File: src/rtl/fcc_argmin_unit.sv
// rtl/fcc_argmin_unit.sv - nearest-centroid selector over K streamed squared distances
// Tracks the running minimum per point and emits one registered label per K accepted samples.
module fcc_argmin_unit #(
    parameter int K     = 8,
    parameter int IDX_W = 3,
    parameter int TAG_W = 16
) (
    input  logic             clk,
    input  logic             rst,
    input  logic             in_valid,
    input  logic [39:0]      dist2,
    input  logic [TAG_W-1:0] in_tag,
    input  logic             abort,
    output logic             out_valid,
    output logic [IDX_W-1:0] best_idx,
    output logic [39:0]      best_dist,
    output logic [TAG_W-1:0] out_tag,
    output logic [15:0]      pt_count
);

    localparam logic [IDX_W:0] LAST = (IDX_W+1)'(K-1);

    logic [IDX_W:0]     cnt;
    logic [39:0]        min_d;
    logic [IDX_W-1:0]   min_i;
    logic [TAG_W-1:0]   tag_r;

    logic               first_smp;
    logic               last_smp;
    logic               cand_lt;
    logic [39:0]        fin_d;
    logic [IDX_W-1:0]   fin_i;
    logic [TAG_W-1:0]   fin_tag;

    // The first sample of a point seeds the minimum unconditionally; later ones
    // replace it only when strictly smaller, so ties keep the lowest index.
    always_comb begin
        first_smp = (cnt == '0);
        last_smp  = (cnt == LAST);
        cand_lt   = (dist2 < min_d);
        fin_d     = min_d;
        fin_i     = min_i;
        fin_tag   = first_smp ? in_tag : tag_r;
        if (first_smp) begin
            fin_d = dist2;
            fin_i = '0;
        end else if (cand_lt) begin
            fin_d = dist2;
            fin_i = cnt[IDX_W-1:0];
        end
    end

    always_ff @(posedge clk) begin
        if (rst) begin
            cnt       <= '0;
            min_d     <= '0;
            min_i     <= '0;
            tag_r     <= '0;
            out_valid <= 1'b0;
            best_idx  <= '0;
            best_dist <= '0;
            out_tag   <= '0;
            pt_count  <= '0;
        end else begin
            out_valid <= 1'b0;
            if (abort) begin
                cnt <= '0;
            end else if (in_valid) begin
                min_d <= fin_d;
                min_i <= fin_i;
                if (first_smp) begin
                    tag_r <= in_tag;
                end
                if (last_smp) begin
                    cnt       <= '0;
                    best_dist <= fin_d;
                    best_idx  <= fin_i;
                    out_tag   <= fin_tag;
                    out_valid <= 1'b1;
                    pt_count  <= pt_count + 16'd1;
                end else begin
                    cnt <= cnt + (IDX_W+1)'(1);
                end
            end
        end
    end

endmodule

File: config.mk
export PLATFORM = sky130hd
export DESIGN_NAME = fcc_argmin_unit
export DESIGN_NICKNAME = d
export VERILOG_FILES = /design/src/rtl/fcc_argmin_unit.sv
export SDC_FILE = /design/constraint.sdc
export NUM_CORES = 1
export LEC_CHECK = 0
export CORE_AREA = 2 2 113 115
export CTS_BUF_LIST = sky130_fd_sc_hd__clkbuf_4 sky130_fd_sc_hd__clkbuf_8
export DETAILED_ROUTE_END_ITERATION = 6
export DIE_AREA = 0 0 115 117
export PLACE_DENSITY = 0.81
export SLEW_MARGIN = 20
export SYNTH_ARGS = -nofsm -noshare
export SYNTH_HDL_FRONTEND = slang
export SYNTH_SLANG_ARGS = --single-unit
File: constraint.sdc
create_clock -name clk -period 2.87 [get_ports clk]
set_input_delay 0.574 -clock clk [delete_from_list [all_inputs] [get_ports clk]]
set_output_delay 0.574 -clock clk [all_outputs]
set_load 0.01 [all_outputs]
# Word-level counts from Yosys, hierarchy flattened
# Cells that the tools add are included.
# op_classes
add_sub_neg,2
order_cmp,1
n_eq_ne,1
muxes,7
bitwise_logic,2
reduce_logical,5
# ops
cell,n
$mux W40,2
$lt A40 B40 Y1,1
$add A16 B1 Y16 const B,1
$mux W16,1
$mux W3,2
$add A4 B1 Y4 const B,1
$eq A4 B3 Y1 const B,1
$logic_not A4 Y1,1
$mux W4,1
$reduce_and A3 Y1,1
$reduce_or A3 Y1,1
$not A1 Y1,2
$reduce_and A2 Y1,1
$reduce_or A2 Y1,1
$mux W1,1
# word_totals
register_bits,139
in_bits,60
output_inout_bits,76

# Depth between registers and ports, before layout
# Gate-level depths: netlist (run 1).
# logic_depth
word_depth,3
depth_mapped,11

# Worst setup path after synthesis (run 1)
# Ideal clock, no wire load.
# synth_path
path_kind,in2reg
startpoint,input dist2[38]
endpoint,register best_dist[0]
arrival_ns,2.523
required_ns,2.751
slack_ns,0.229
stages,10
path_buffers,2
path_cell_list,ha_1 > a21oi_2 > nand2_1 > a221o_1 > a211o_1 > nor3_1 > buf_4 > nand2_4 > buf_6 > o221a_1
# synth_via
elab_chain_len,3
# synth_lines
item,line_no,rtl
from (decl),11,"input logic [39:0] dist2,"
$lt A40 B40 Y1,40,cand_lt = (dist2 < min_d);
$mux W40,47,end else if (cand_lt) begin
$mux W40,44,if (first_smp) begin
to (signal assigned),76,best_dist <= fin_d;
to (decl),16,"output logic [39:0] best_dist,"
# No other way between the ends.
# A chain may end at the register's enable or synchronous reset.

# Worst setup path after layout (run 1)
# layout_path
startpoint,input dist2[22]
endpoint,register min_d[28]
# layout_via
elab_chain_len,3
# layout_lines
item,line_no,rtl
$lt A40 B40 Y1,40,
$mux W40,47,
$mux W40,44,
to (signal assigned),69,min_d <= fin_d;
to (decl),24,logic [39:0] min_d;
# No other way between the ends.

==> out/results.ini, run 1 <==
[power]
p_sw_uw=1036
vdd_drop_max_mv=0.3479
power_frac_seq_pct=45.4
p_comb_share_pct=11.5
p_leak_uw=0.003495
p_clk_share_pct=43.1
internal-power_uw=3374
p_sw_share_pct=23.49
powerDensity_nw_per_um2=490.9
p_total_uw=4409

[detailed_routing]
drt-pass1-iter-count=5
drt_wl_total_um=18020
drtAntennaViolNets=0
drtIter0Drc=438
avgViaCountPerCell=5.839
avgRoutedWirePerCell_um=17.42
vias=6038
drc=0

[final_layout]
area_delta_synth_final_pct=41.88
antenna_cells=0
final_core_util_pct=72.96
drive_gt1_share_pct=13.91
layout_commonest_cell=dfxtp_1
num-fill-cells=844
layout.nets=973
final_cell_mix=139 x dfxtp_1, 118 x nor2_1, 110 x clkdlybuf4s50_1

[grt]
track_usage_pct=25.28
grt_pass1_wl_um=26950
grt.overflow.total=0
first_global_vias=5752
antenna_found_initial=0
grt_max_degree=57

[clocking]
cts_hold_buf=0
cts_root_buf=clkbuf_8
htree_levels=4
cts_buffers=17
clkSlewWorstSetupHoldPaths_ns=0.08
clock_latency_ns=0.45
clock_path_buffers=2
tritoncts=built
cts.sinks=139

[synth]
synth_area_leaders=dfxtp_1 44%, ha_1 8.3%, o221a_1 7.1%, nor2_1 7.0%, a22o_1 5.5%
netlist_area_um2=6331
synth_top_area_share_pct=43.95
synth.largest_area_cell=dfxtp_1
ys_types=45
synthFlopType=dfxtp_1
syn_area_per_cell_um2=9.031
synthCells=701
synth_async_sr_flop_share_pct=0
seq_area_frac_synth_pct=43.95
synth_edf_count=0
ys_ff_latch=139
synthesis.nets=803
yosysWarnings=0

[placed_design]
place.gp.congestion=0.8705
port_buffers=135
dp_hpwl_um=11680
post-place-ws_ns=-0.4834

[floorplanning]
start_util_pct=51.42
core_area_um2=12310
fp.dieArea_um2=13460
die_y_um=117
io_pins=136
die_width_um=115
row_count=41

[sta]
relSlewSlack_pct=59.35
hold_viol_final=0
setup_viol=10
worst_pin_slew_ns=0.6098
skew_ns=0.01176
finalCritPeriodShare_pct=100.8
fmax_mhz=345.7
min_period_ns=2.893
fin_ws_ns=-0.02258
slew_viol_final=0

[flow_run]
drv_cap=0

[worst_hold_path]
hold_path.class=in2reg

[setup_path]
end_kind=flip-flop
startpoint_type=input port
critPathMaxFanout=6
path_class=in2reg
worst_ep_arrival_time_ns=3.24
required_ns=3.22

[status]
outcome=finished, violations left
violations=setup timing

-- state kept, by name (all words and copies together), names as in the netlist --
signal / count
best_dist: 40
best_idx: 3
cnt: 4
min_d: 40
min_i: 3
out_tag: 16
out_valid: 1
pt_count: 16
tag_r: 16
-- power groups by stage --
stage	sequential [uW]	clock, uW	combinational [uW]
final	2000	1900	509
after global routing	2000	2020	550
after CTS	2000	1920	450
after detailed placement	2040	0	443
after global placement	2040	0	421
after floorplan	2030	0	221
-- cell usage after synthesis, types with 8 or more instances --
cell type,instances
o221a_1,40
nor2_1,118
a22o_1,40
a21oi_1,36
o21ai_0,8
ha_1,42
inv_1,42
clkbuf_1,21
dfxtp_1,139
nand2_1,81
nand4_1,16
xor2_1,10
a311oi_1,16
buf_6,12
nand3_1,12
-- critical path, stage by stage --
cell and delay, ns:
clkdlybuf4s50_1 0.46, ha_1 0.32, nand4_1 0.14, or4_4 0.57, a311oi_4 0.32, o31ai_4 0.10, nor3b_4 0.17, buf_4 0.18
buf_4 0.17, a22o_1 0.24
-- path summary, 6_finish.rpt --
kind,start,endpoint,slack [ns],cells after the start
worst max-delay path,dist2[22],min_d[28],-0.02,10
worst min-delay path,dist2[34],min_d[34],0.46,2
worst min register to register,tag_r[2],tag_r[2],0.46,2
worst max register to register,min_d[36],min_d[28],0.03,10
-- per-stage QoR --
step | std cells | TNS [ns] | hold WS (ns) | cell area [um2]
global placement | 997 | -31.00 | 0.4439 | 8128
global route | 1034 | -1.515 | 0.4566 | 8982
floorplan | 701 | 0 | 0.4366 | 6331
finish | 1034 | -0.1070 | 0.4574 | 8982
detailed placement | 997 | -38.69 | 0.4496 | 8128
CTS | 1029 | 0 | 0.4602 | 8637
-- cells by family (layout without fill, tap and decap cells) --
kind of cell,Yosys count,count (layout),share of synthesized area [%]
XOR/XNOR,13,13,1.798
buffers and inverters,86,269,6.660
AO/OA/AOI/OAI,160,160,20.91
flip-flops,139,139,43.95
multiplexers,4,4,0.6324
adder cells (fa/ha/maj),42,42,8.300
AND/OR/NAND/NOR,257,257,17.75
-- cell type report --
type                            count  area [um2]  share of cell area, %
Clock inverter                     10       185.2                  2.062
Multi-Input combinational cell    476        3398                  37.83
Clock buffer                       22       302.8                  3.371
Inverter                           42       157.7                  1.755
Sequential cell                   139        2783                  30.98
Timing Repair Buffer              195        1968                  21.91
Tap cell                          150       187.7                  2.089
-- routing by layer --
metal | global-route usage (%) | vias to the layer above | routed length [um]
met5 | 0 | - | 0
met4 | 11.81 | 0 | 640
met3 | 5.046 | 56 | 1063
met2 | 44.24 | 269 | 8976
met1 | 29.97 | 2884 | 7336
li1 | - | 2829 | -
-- repair_timing --
| action | in CTS | in global routing |
|---|---|---|
| pin swaps | 1 | 24 |
| gates cloned | 0 | 2 |
| setup endpoints to repair | 24 | 86 |
| buffers inserted | 0 | 3 |
| gates resized for setup | 3 | 49 |
Power figures use the tool's default switching activity.
==> run 2, diff against run 1 <==
TNS_END_PERCENT = 20   (was not set)
==> results of run 2 <==
Final layout, timing and power as in run 1 (identical DEF).
==> run 3, diff against run 2 <==
SLEW_MARGIN = 15   (was 20)
==> results of run 3 <==
Final layout, timing and power as in run 1 (identical DEF).
==> patch, RTL diff (config.mk and constraints of run 3) <==
Compare `cnt` against `LAST` with >= in place of ==.
--- a/src/rtl/fcc_argmin_unit.sv
+++ b/src/rtl/fcc_argmin_unit.sv
@@ -36,7 +36,7 @@
     // replace it only when strictly smaller, so ties keep the lowest index.
     always_comb begin
         first_smp = (cnt == '0);
-        last_smp  = (cnt == LAST);
+        last_smp  = (cnt >= LAST);
         cand_lt   = (dist2 < min_d);
         fin_d     = min_d;
         fin_i     = min_i;
Behaviour: no difference found for any inputs over 4 cycles, from zero or initial values and one cycle with rst high; that may be too few to reach the edited logic, so the function may still have changed.
==> patch against run 3 <==
Sequential share of layout area fell by 0.48 points; worst setup slack improved by 0.074 ns; core utilization rose by 1.1 points; sequential cell count did not move; power rose by 4.8%; wire length rose by 5.4%; area after synthesis rose by 8.3%; count of clock-buffer cells in the layout fell by 3; final area rose by 1.6%; critical path type unchanged.
==> patch: results (changes against run 3) <==
INFO  grt            grt_use_total=28.3% [+3.0 points]
INFO  place          dp_slack=-0.442ns [+0.0412 ns]
INFO  cells_and_area bufAreaShareNonClock=20.2% [-1.7 points]
INFO  cells_and_area drive_gt1_share=10.9% [-3.0 points]
INFO  power          vdd_ir_drop_max=263uV [-24%]
INFO  grt            via_count_of_the_first_global_routing_pass=6534 [+14%]
INFO  grt            globalRouteMet2Util=48.5% [+4.2 points]
INFO  logic_synthesis synth-compound-area-share=27.6% [+6.7 points]
INFO  logic_synthesis sequential_share_of_the_synthesized_area=40.6% [-3.4 points]
INFO  grt            grt_first_pass_wirelength=30800microns [+14%]
INFO  cells_and_area seq_area_share=30.5% [-0.48 points]
INFO  logic_synthesis yosys_synthesis_warning_count=0 [unchanged]
INFO  cells_and_area non_clock_inverter_count=45 [+7.1%]
INFO  power          static-leakage-power=3.32nW [-5.1%]
INFO  place          dp_hpwl=12400microns [+6.1%]
INFO  logic_synthesis nets_in_the_synthesized_netlist=903 [+12%]
INFO  logic_synthesis multiplexer_area_fraction_after_synthesis=2.48% [+1.9 points]
INFO  cells_and_area sequential_cell_total=139 [unchanged]
INFO  cells_and_area clkCellAreaFrac=5.49% [+0.053 points]
INFO  cells_and_area n_fill_cell=924 [+9.5%]
INFO  cells_and_area multi_input_comb_area=3640squm [+7.1%]
INFO  drt            wl_met2=9490microns [+5.7%]
INFO  place          dpl-instance-area=8540squm [+5.1%]
INFO  cells_and_area final_util=74.1% [+1.1 points]
INFO  grt            grt_start_max_net_pins=123 [+120%]
INFO  run_status     outcome=complete, no violations
INFO  logic_synthesis netlist-cell-type-count=50 [+11%]
INFO  place          gp_routability_congestion=0.896 [+2.9%]
INFO  drt            drt-vias-per-instance=6.15 [+5.4%]
INFO  drt            route.detailed.wl_per_inst=17.3microns [-0.52%]
INFO  drt            wl_met3=1180microns [+11%]
INFO  sta            slew_at_the_pin_closest_to_its_max_slew_limit=0.535ns [-0.0751 ns]
INFO  cells_and_area clock_buffers=19 [-14%]
INFO  power          p_comb=0.640mW [+26%]
INFO  logic_synthesis yosys.area_share.adder=7.67% [-0.63 points]
INFO  setup_path     critPathMaxFanout=23 [+17]
INFO  grt            global_route.usage.met1=34.5% [+4.5 points]
INFO  power          internal_power=3.48mW [+3.1%]
INFO  logic_synthesis synth_xor_area_share=1.53% [-0.27 points]
==> patch: cell count changes in the layout (fill, tap and decap cells not counted), sizes merged, moves of 22 or more <==
cell           before  now
a22o               40    0
a31oi               4   36
clkdlybuf4s50     110  132
dlymetal6s2s       24    2
nand2              82   57
nand3              12   51
nor2              119   44
o2111ai             0   41
o21ai               9   88
o221a              40    0
o31ai               1   39
==> patch: worst max-delay path, cell delays in order <==
cell and delay [ns]:
sky130_fd_sc_hd__clkdlybuf4s50_1 0.45, sky130_fd_sc_hd__ha_1 0.34, sky130_fd_sc_hd__nand4_1 0.19, sky130_fd_sc_hd__nor4_4 0.32, sky130_fd_sc_hd__a21oi_1 0.11, sky130_fd_sc_hd__o211ai_1 0.23, sky130_fd_sc_hd__a311oi_4 0.08, sky130_fd_sc_hd__buf_4 0.17
sky130_fd_sc_hd__buf_12 0.14, sky130_fd_sc_hd__or2_4 0.27, sky130_fd_sc_hd__a32o_1 0.26
==> patch: through the flow <==
stage | hold slack (ns) | instances | setup TNS [ns]
after floorplan | 0.436 | 801 | 0
after global placement | 0.441 | 1061 | -19.62
after detailed placement | 0.447 | 1061 | -26.39
after CTS | 0.457 | 1093 | 0
after global routing | 0.472 | 1096 | -0.00228
final | 0.457 | 1096 | 0
==> patch: path summary, 6_finish.rpt <==
path | startpoint | endpoint | slack (ns) | cells past startpoint
worst min-delay path | tag_r[10]$_SDFFE_PP0P_ | tag_r[10]$_SDFFE_PP0P_ | 0.46 | 2
worst max-delay path | dist2[27] | min_i[0]$_SDFFE_PP0P_ | 0.05 | 11
worst min register to register | tag_r[10]$_SDFFE_PP0P_ | tag_r[10]$_SDFFE_PP0P_ | 0.46 | 2
worst max register to register | min_d[37]$_SDFFE_PP0P_ | min_d[17]$_SDFFE_PP0P_ | 0.27 | 10
